**src/rtl/climate_ctrl_mz.sv**
```systemverilog
// Cold-storage climate controller: tick-driven hysteresis actuators, over-temperature
// alarm, 3-byte ASCII command decode and two 16-character LCD status rows.
//
// state     | meaning
// ST_AUTO   | actuators follow the hysteresis comparators on every tick
// ST_MANUAL | actuators are held at the values forced by the last 'L' command
module climate_ctrl_mz #(
  parameter int TICK_DIV     = 50_000_000,
  parameter int DATA_W       = 8,
  parameter int HYST         = 2,
  parameter int ALARM_MARGIN = 5,
  parameter int ALARM_TICKS  = 3,
  parameter int MAX_TEMP_RST = 18,
  parameter int MIN_TEMP_RST = 0,
  parameter int MAX_HUM_RST  = 35,
  parameter int MIN_HUM_RST  = 10
) (
  input  logic              clk,
  input  logic              rst_n,
  input  logic [DATA_W-1:0] temperature,
  input  logic [DATA_W-1:0] humidity,
  input  logic              cmd_valid,
  input  logic [7:0]        chr_cmd,
  input  logic [7:0]        chr_val0,
  input  logic [7:0]        chr_val1,
  output logic              cmd_ack,
  output logic              cmd_err,
  output logic              led_fan,
  output logic              led_hum,
  output logic              led_heat,
  output logic              alarm,
  output logic              lcd_en,
  output logic [127:0]      lcd_row1,
  output logic [127:0]      lcd_row2
);

  localparam int TCW = (TICK_DIV > 2) ? $clog2(TICK_DIV) : 1;
  localparam int CW  = ((DATA_W > 7) ? DATA_W : 7) + 2;
  localparam int ACW = $clog2(ALARM_TICKS + 1);

  localparam logic [CW-1:0]  HYST_C   = CW'(HYST);
  localparam logic [CW-1:0]  MARGIN_C = CW'(ALARM_MARGIN);
  localparam logic [ACW-1:0] ATICKS_C = ACW'(ALARM_TICKS);

  localparam logic [7:0] CH_A = 8'h41;
  localparam logic [7:0] CH_B = 8'h42;
  localparam logic [7:0] CH_C = 8'h43;
  localparam logic [7:0] CH_D = 8'h44;
  localparam logic [7:0] CH_L = 8'h4c;
  localparam logic [7:0] CH_M = 8'h4d;
  localparam logic [7:0] CH_0 = 8'h30;
  localparam logic [7:0] CH_9 = 8'h39;

  typedef enum logic {ST_AUTO, ST_MANUAL} mode_t;

  mode_t state_q, state_d;
  logic  auto_mode;

  logic [TCW-1:0] tick_cnt;
  logic           tick_wrap;
  logic           tick;

  logic [6:0] max_temp, min_temp, max_hum, min_hum;

  logic       digits_ok;
  logic [6:0] cmd_num;
  logic       cmd_ok;
  logic       cmd_fire;
  logic       do_l, do_m;

  logic              fan_t, fan_h;
  logic              fan_t_nx, fan_h_nx, hum_nx, heat_nx;
  logic [ACW-1:0]    alarm_cnt, alarm_cnt_nx;
  logic              alarm_nx;
  logic [DATA_W-1:0] temp_s, hum_s;

  logic [CW-1:0] temp_x, hum_x;
  logic [CW-1:0] max_t_x, min_t_x, max_h_x, min_h_x;
  logic [CW-1:0] max_t_lo, max_h_lo;

  logic [6:0]  t_clip, h_clip;
  logic [15:0] t_chars, h_chars;

  function automatic logic [15:0] two_digits(input logic [6:0] v);
    logic [6:0] tens, ones;
    tens = v / 7'd10;
    ones = v % 7'd10;
    return {CH_0 + {1'b0, tens}, CH_0 + {1'b0, ones}};
  endfunction

  // Update tick
  assign tick_wrap = (tick_cnt == TCW'(TICK_DIV - 1));

  always_ff @(posedge clk or negedge rst_n) begin
    if (!rst_n) begin
      tick_cnt <= '0;
      tick     <= 1'b0;
    end else begin
      tick     <= tick_wrap;
      tick_cnt <= tick_wrap ? '0 : tick_cnt + 1'b1;
    end
  end

  // Command decode
  always_comb begin
    digits_ok = (chr_val0 >= CH_0) && (chr_val0 <= CH_9) &&
                (chr_val1 >= CH_0) && (chr_val1 <= CH_9);
    cmd_num   = 7'(7'(chr_val0[3:0]) * 7'd10) + 7'(chr_val1[3:0]);
    cmd_ok    = 1'b0;
    case (chr_cmd)
      CH_A:       cmd_ok = digits_ok && (cmd_num > min_temp);
      CH_B:       cmd_ok = digits_ok && (cmd_num < max_temp);
      CH_C:       cmd_ok = digits_ok && (cmd_num > min_hum);
      CH_D:       cmd_ok = digits_ok && (cmd_num < max_hum);
      CH_L, CH_M: cmd_ok = 1'b1;
      default:    cmd_ok = 1'b0;
    endcase
    cmd_fire = cmd_valid && cmd_ok;
    do_l     = cmd_fire && (chr_cmd == CH_L);
    do_m     = cmd_fire && (chr_cmd == CH_M);
  end

  always_ff @(posedge clk or negedge rst_n) begin
    if (!rst_n) begin
      cmd_ack  <= 1'b0;
      cmd_err  <= 1'b0;
      max_temp <= 7'(MAX_TEMP_RST);
      min_temp <= 7'(MIN_TEMP_RST);
      max_hum  <= 7'(MAX_HUM_RST);
      min_hum  <= 7'(MIN_HUM_RST);
    end else begin
      cmd_ack <= cmd_valid && cmd_ok;
      cmd_err <= cmd_valid && !cmd_ok;
      if (cmd_fire) begin
        case (chr_cmd)
          CH_A:    max_temp <= cmd_num;
          CH_B:    min_temp <= cmd_num;
          CH_C:    max_hum  <= cmd_num;
          CH_D:    min_hum  <= cmd_num;
          default: ;
        endcase
      end
    end
  end

  // Mode FSM
  always_ff @(posedge clk or negedge rst_n) begin
    if (!rst_n) state_q <= ST_AUTO;
    else        state_q <= state_d;
  end

  always_comb begin
    state_d = state_q;
    if (do_l)      state_d = ST_MANUAL;
    else if (do_m) state_d = ST_AUTO;
  end

  always_comb begin
    auto_mode = (state_q == ST_AUTO);
  end

  // Hysteresis and alarm next-state
  always_comb begin
    temp_x   = CW'(temperature);
    hum_x    = CW'(humidity);
    max_t_x  = CW'(max_temp);
    min_t_x  = CW'(min_temp);
    max_h_x  = CW'(max_hum);
    min_h_x  = CW'(min_hum);
    max_t_lo = (max_t_x >= HYST_C) ? max_t_x - HYST_C : '0;
    max_h_lo = (max_h_x >= HYST_C) ? max_h_x - HYST_C : '0;

    fan_t_nx = fan_t;
    if (temp_x > max_t_x)        fan_t_nx = 1'b1;
    else if (temp_x <= max_t_lo) fan_t_nx = 1'b0;

    fan_h_nx = fan_h;
    if (hum_x > max_h_x)         fan_h_nx = 1'b1;
    else if (hum_x <= max_h_lo)  fan_h_nx = 1'b0;

    hum_nx = led_hum;
    if (hum_x < min_h_x)                 hum_nx = 1'b1;
    else if (hum_x >= min_h_x + HYST_C)  hum_nx = 1'b0;

    heat_nx = led_heat;
    if (temp_x < min_t_x)                heat_nx = 1'b1;
    else if (temp_x >= min_t_x + HYST_C) heat_nx = 1'b0;

    alarm_cnt_nx = alarm_cnt;
    alarm_nx     = alarm;
    if (temp_x <= max_t_x) begin
      alarm_cnt_nx = '0;
      alarm_nx     = 1'b0;
    end else if (temp_x > max_t_x + MARGIN_C) begin
      if (alarm_cnt < ATICKS_C) alarm_cnt_nx = alarm_cnt + 1'b1;
      if (alarm_cnt_nx >= ATICKS_C) alarm_nx = 1'b1;
    end
  end

  // Commands are applied after the tick result so 'L'/'M' win on a shared cycle
  always_ff @(posedge clk or negedge rst_n) begin
    if (!rst_n) begin
      fan_t     <= 1'b0;
      fan_h     <= 1'b0;
      led_fan   <= 1'b0;
      led_hum   <= 1'b0;
      led_heat  <= 1'b0;
      alarm     <= 1'b0;
      alarm_cnt <= '0;
      temp_s    <= '0;
      hum_s     <= '0;
    end else begin
      if (tick_wrap) begin
        alarm_cnt <= alarm_cnt_nx;
        alarm     <= alarm_nx;
        temp_s    <= temperature;
        hum_s     <= humidity;
        if (auto_mode) begin
          fan_t    <= fan_t_nx;
          fan_h    <= fan_h_nx;
          led_fan  <= fan_t_nx | fan_h_nx;
          led_hum  <= hum_nx;
          led_heat <= heat_nx;
        end
      end
      if (do_l) begin
        led_fan  <= (chr_val0 != CH_0);
        led_hum  <= (chr_val1 != CH_0);
        led_heat <= 1'b0;
      end
      if (do_m) begin
        fan_t    <= 1'b0;
        fan_h    <= 1'b0;
        led_fan  <= 1'b0;
        led_hum  <= 1'b0;
        led_heat <= 1'b0;
      end
    end
  end

  // LCD formatting, one cycle after the tick edge
  always_comb begin
    t_clip  = (CW'(temp_s) > CW'(99)) ? 7'd99 : 7'(temp_s);
    h_clip  = (CW'(hum_s)  > CW'(99)) ? 7'd99 : 7'(hum_s);
    t_chars = two_digits(t_clip);
    h_chars = two_digits(h_clip);
  end

  always_ff @(posedge clk or negedge rst_n) begin
    if (!rst_n) begin
      lcd_en   <= 1'b0;
      lcd_row1 <= "  Cold Storage  ";
      lcd_row2 <= "     Welcome    ";
    end else begin
      lcd_en <= tick;
      if (tick) begin
        lcd_row1 <= {"Temp:", t_chars, "C Fan:", (led_fan ? 8'h31 : 8'h30), 8'h20,
                     (auto_mode ? CH_A : CH_M)};
        lcd_row2 <= {"Humi:", h_chars, "% Hum:", (led_hum ? 8'h31 : 8'h30), 8'h20,
                     (alarm ? 8'h21 : 8'h20)};
      end
    end
  end

endmodule

```
**config.mk**
```make
export PLATFORM = sky130hd
export DESIGN_NAME = climate_ctrl_mz
export DESIGN_NICKNAME = d
export VERILOG_FILES = /design/src/rtl/climate_ctrl_mz.sv
export SDC_FILE = /design/constraint.sdc
export NUM_CORES = 1
export LEC_CHECK = 0
export ABC_AREA = 0
export CAP_MARGIN = 20
export CORE_MARGIN = 1
export CORE_UTILIZATION = 49
export DETAILED_ROUTE_END_ITERATION = 16
export GPL_TIMING_DRIVEN = 0
export PLACE_DENSITY = 0.93
export SYNTH_ARGS = -nofsm -noshare
export SYNTH_HDL_FRONTEND = slang
export SYNTH_SLANG_ARGS = --single-unit
```
**constraint.sdc**
```tcl
create_clock -name clk -period 5.7 [get_ports clk]
set_clock_uncertainty 0.15 [all_clocks]
set_input_delay 1.425 -clock clk [delete_from_list [all_inputs] [get_ports clk]]
set_output_delay 1.425 -clock clk [all_outputs]
set_load 0.05 [all_outputs]
```
==> results.yml <==
timing:
  fin_crit_ns: 5.72
  maxSlewHeadroom_pct: 29.0
  fmax_mhz: 175
  period_share_pct: 100
  tightest_slew_ns: 1.04
  hold_violations: 0
  drv_slew: 0
  finalWorstSetupSlack_ns: -0.0165
  setup_viol: 5
  hold_slack_ns: 0.320
clock_network:
  postCtsHoldBufs: 0
  cts_buffers: 17
  cts.sinks: 113
  clkLatencyLatePin_ns: 0.43
  cts_tree: "built"
  cts_buffer_depth: 2
  root_buffer: "clkbuf_16"
  cts_max_level: 4
  clk_transition_reported_paths_ns: 0.06
cells_and_area:
  fin_cells: 1792
  final_cell_mix: "231 x buf_4, 159 x clkdlybuf4s50_1, 144 x conb_1, 116 x ha_1, 94 x dfrtp_1"
  multi_input_area_um2: 6280
  final_common_cell: "buf_4"
  nets: 1665
  diodes: 0
  area.growth.synth_to_final_pct: 30.8
  drive_gt1_share_pct: 24.2
  regArea_um2: 2850
  nFillCells: 1547
global_routing:
  grt_overflow_total: 0
  gr-usage-met1_pct: 28.2
  grt_pass1_wl_um: 44500
  grt_pass1_vias: 9080
  grt_max_degree: 62
  antenna_found_initial: 0
  grtUsageMet3_pct: 3.61
  track_usage_pct: 25.1
  grtUsageMet2_pct: 47.1
  busiest_layer: "met2"
critical_path:
  worst_ep_required_time_ns: 5.86
  worstSetupPathType: "input port to flop"
  arrival_ns: 5.88
  worstPathMaxFanout: 8
  worst_setup_path_start_kind: "input port"
  worstSetupEndpointType: "flop"
place:
  gp_congestion: 0.932
  port_buffers: 160
  dpl.hpwl_um: 20600
  dp_cells: 1757
hold_path:
  holdCritPathClass: "flop to flop"
die:
  dieArea_um2: 22100
  rows: 53
  io_pins: 306
  die_w_um: 149
  start_util_pct: 50.0
  dieHeight_um: 149
  core_um2: 21100
yosys:
  synth_edf_count: 0
  ys_seq_elements: 113
  netlist_instances: 1178
  synth_top_cell_by_area: "dfrtp_1"
  ys.warnings.count: 0
  synthDistinctLibCells: 77
  async_reset_ff_share_pct: 100
  avgSynthCellArea_um2: 8.96
  syn_area_um2: 10600
  netlist_top_cells_area: "dfrtp_1 23%, buf_4 16%, ha_1 14%"
  synth_top_area_share_pct: 22.5
  ys_seq_area_share_pct: 27.0
  synth-main-ff-cell: "dfrtp_1"
status:
  outcome: "finished, violations left"
  violations: "setup timing"
route:
  wirelength_um: 28100
  wl_per_cell_um: 15.7
  vias: 9487
  drc_errors: 0
  first_pass_iters: 5
  antenna_left: 0
  vias_per_cell: 5.29
  drt_iter0_drc: 731
pwr:
  p_leak_nw: 6.62
  powerDensity_nw_per_um2: 183
  finalPower_mw: 2.52
  ir_worst_vdd_mv: 0.234
job:
  timing.max_cap.violations: 0
[logic make-up (layout without fill, tap and decap cells)]
group                    count (synthesis)  count (layout)  share of synthesized area, %
AND/OR/NAND/NOR                        317             317                          15.8
buffers and inverters                  306             503                          19.1
AO/OA/AOI/OAI                          209             209                          13.2
adder cells (fa/ha/maj)                119             119                          14.2
flip-flops                             113             113                          27.0
multiplexers                            58              58                          6.14
XOR/XNOR                                54              54                          4.48
other                                    2             144                        0.0712
[final cells by class]
type	count	share of cell area (%)
timing repair buffer	167	12.3
sequential	113	20.7
buffer	247	13.0
tap	275	2.49
clock buffer	17	3.08
clock inverter	15	1.42
inverter	57	1.55
multi-input combinational	901	45.5
[stage by stage]
| stage | util, % | setup WS (ns) | area (um2) | setup TNS (ns) |
|---|---|---|---|---|
| after floorplan | - | 0.541 | 11100 | 0 |
| after global placement | 61.8 | -1.09 | 13000 | -115.26 |
| after detailed placement | 62.0 | -0.746 | 13100 | -15.68 |
| after CTS | 65.1 | 0.00511 | 13700 | 0 |
| after global routing | 65.5 | -0.0601 | 13800 | -0.593 |
| final | 65.5 | -0.0165 | 13800 | -0.0463 |
[per-layer routing]
metal / wire [um] / up-vias
met3: 1970 / 89
met5: 0 / -
met1: 10400 / 4499
met4: 898 / 0
met2: 14800 / 454
li1: - / 4445
[cell usage after synthesis, types with 4 or more instances]
library cell and instances:
nand3_1 34, or2_2 6, nand2_1 58, xnor2_1 36, nand3b_1 4, o21bai_1 4, or4_1 4, xor2_1 18
o21a_1 23, and2_1 11, clkbuf_1 17, buf_4 226, a211oi_1 4, or3_1 5, nor3b_1 5, nor4_1 10
a21o_1 26, dfstp_2 18, o22ai_1 4, nor2_1 76, nor2b_1 23, and3_1 8, a21oi_1 45, nand4_1 18
mux2i_1 7, dfrtp_1 95, nor3_1 26, nand2b_1 10, a31oi_1 16, o211ai_1 5, o21ai_0 45, mux2_2 50
inv_1 56, ha_1 116
[what timing repair did]
action / CTS / global route
setup endpoints to repair: 25 / 34
gates resized for setup: 4 / 8
pin swaps: 0 / 2
endpoints found under the hold margin: 0 / 0
setup buffers: 0 / 5
[worst max-delay path: stages]
cell	delay (ns)
clkdlybuf4s50_1	0.60
ha_1	0.28
ha_1	0.21
fa_1	0.50
xnor2_2	0.45
ha_1	0.34
a2111oi_0	0.89
nor4b_4	0.15
nor3_2	0.61
mux2_2	0.41
[state kept, by name, indices dropped and copies added (netlist names)]
| register | count |
|---|---|
| temp_s | 8 |
| fan_h | 1 |
| alarm_cnt | 2 |
| led_fan | 1 |
| led_hum | 1 |
| cmd_ack | 1 |
| lcd_en | 1 |
| tick | 1 |
| max_hum | 7 |
| tick_cnt | 26 |
| min_temp | 7 |
| max_temp | 7 |
| fan_t | 1 |
| led_heat | 1 |
| lcd_row2 | 16 |
| state_q | 1 |
| lcd_row1 | 14 |
| alarm | 1 |
| cmd_err | 1 |
| hum_s | 8 |
| min_hum | 7 |
[worst paths after layout]
path                            slack (ns)          from  depth (start not counted)           end
worst min register to register        0.32  lcd_row1[77]                          2  lcd_row1[77]
min in group asynchronous             0.89         rst_n                          1     temp_s[3]
max in group asynchronous             3.71         rst_n                          2  lcd_row1[16]
worst min-delay path                  0.32  lcd_row1[77]                          2  lcd_row1[77]
worst max register to register        0.37     temp_s[5]                         22  lcd_row1[74]
worst max-delay path                 -0.02   chr_val0[1]                         10    max_hum[6]
[power by group]
group,internal [mW],switching (mW)
combinational,0.192,0.382
sequential,0.806,0.00344
clock,0.700,0.439
Power figures use the tool's default switching activity.
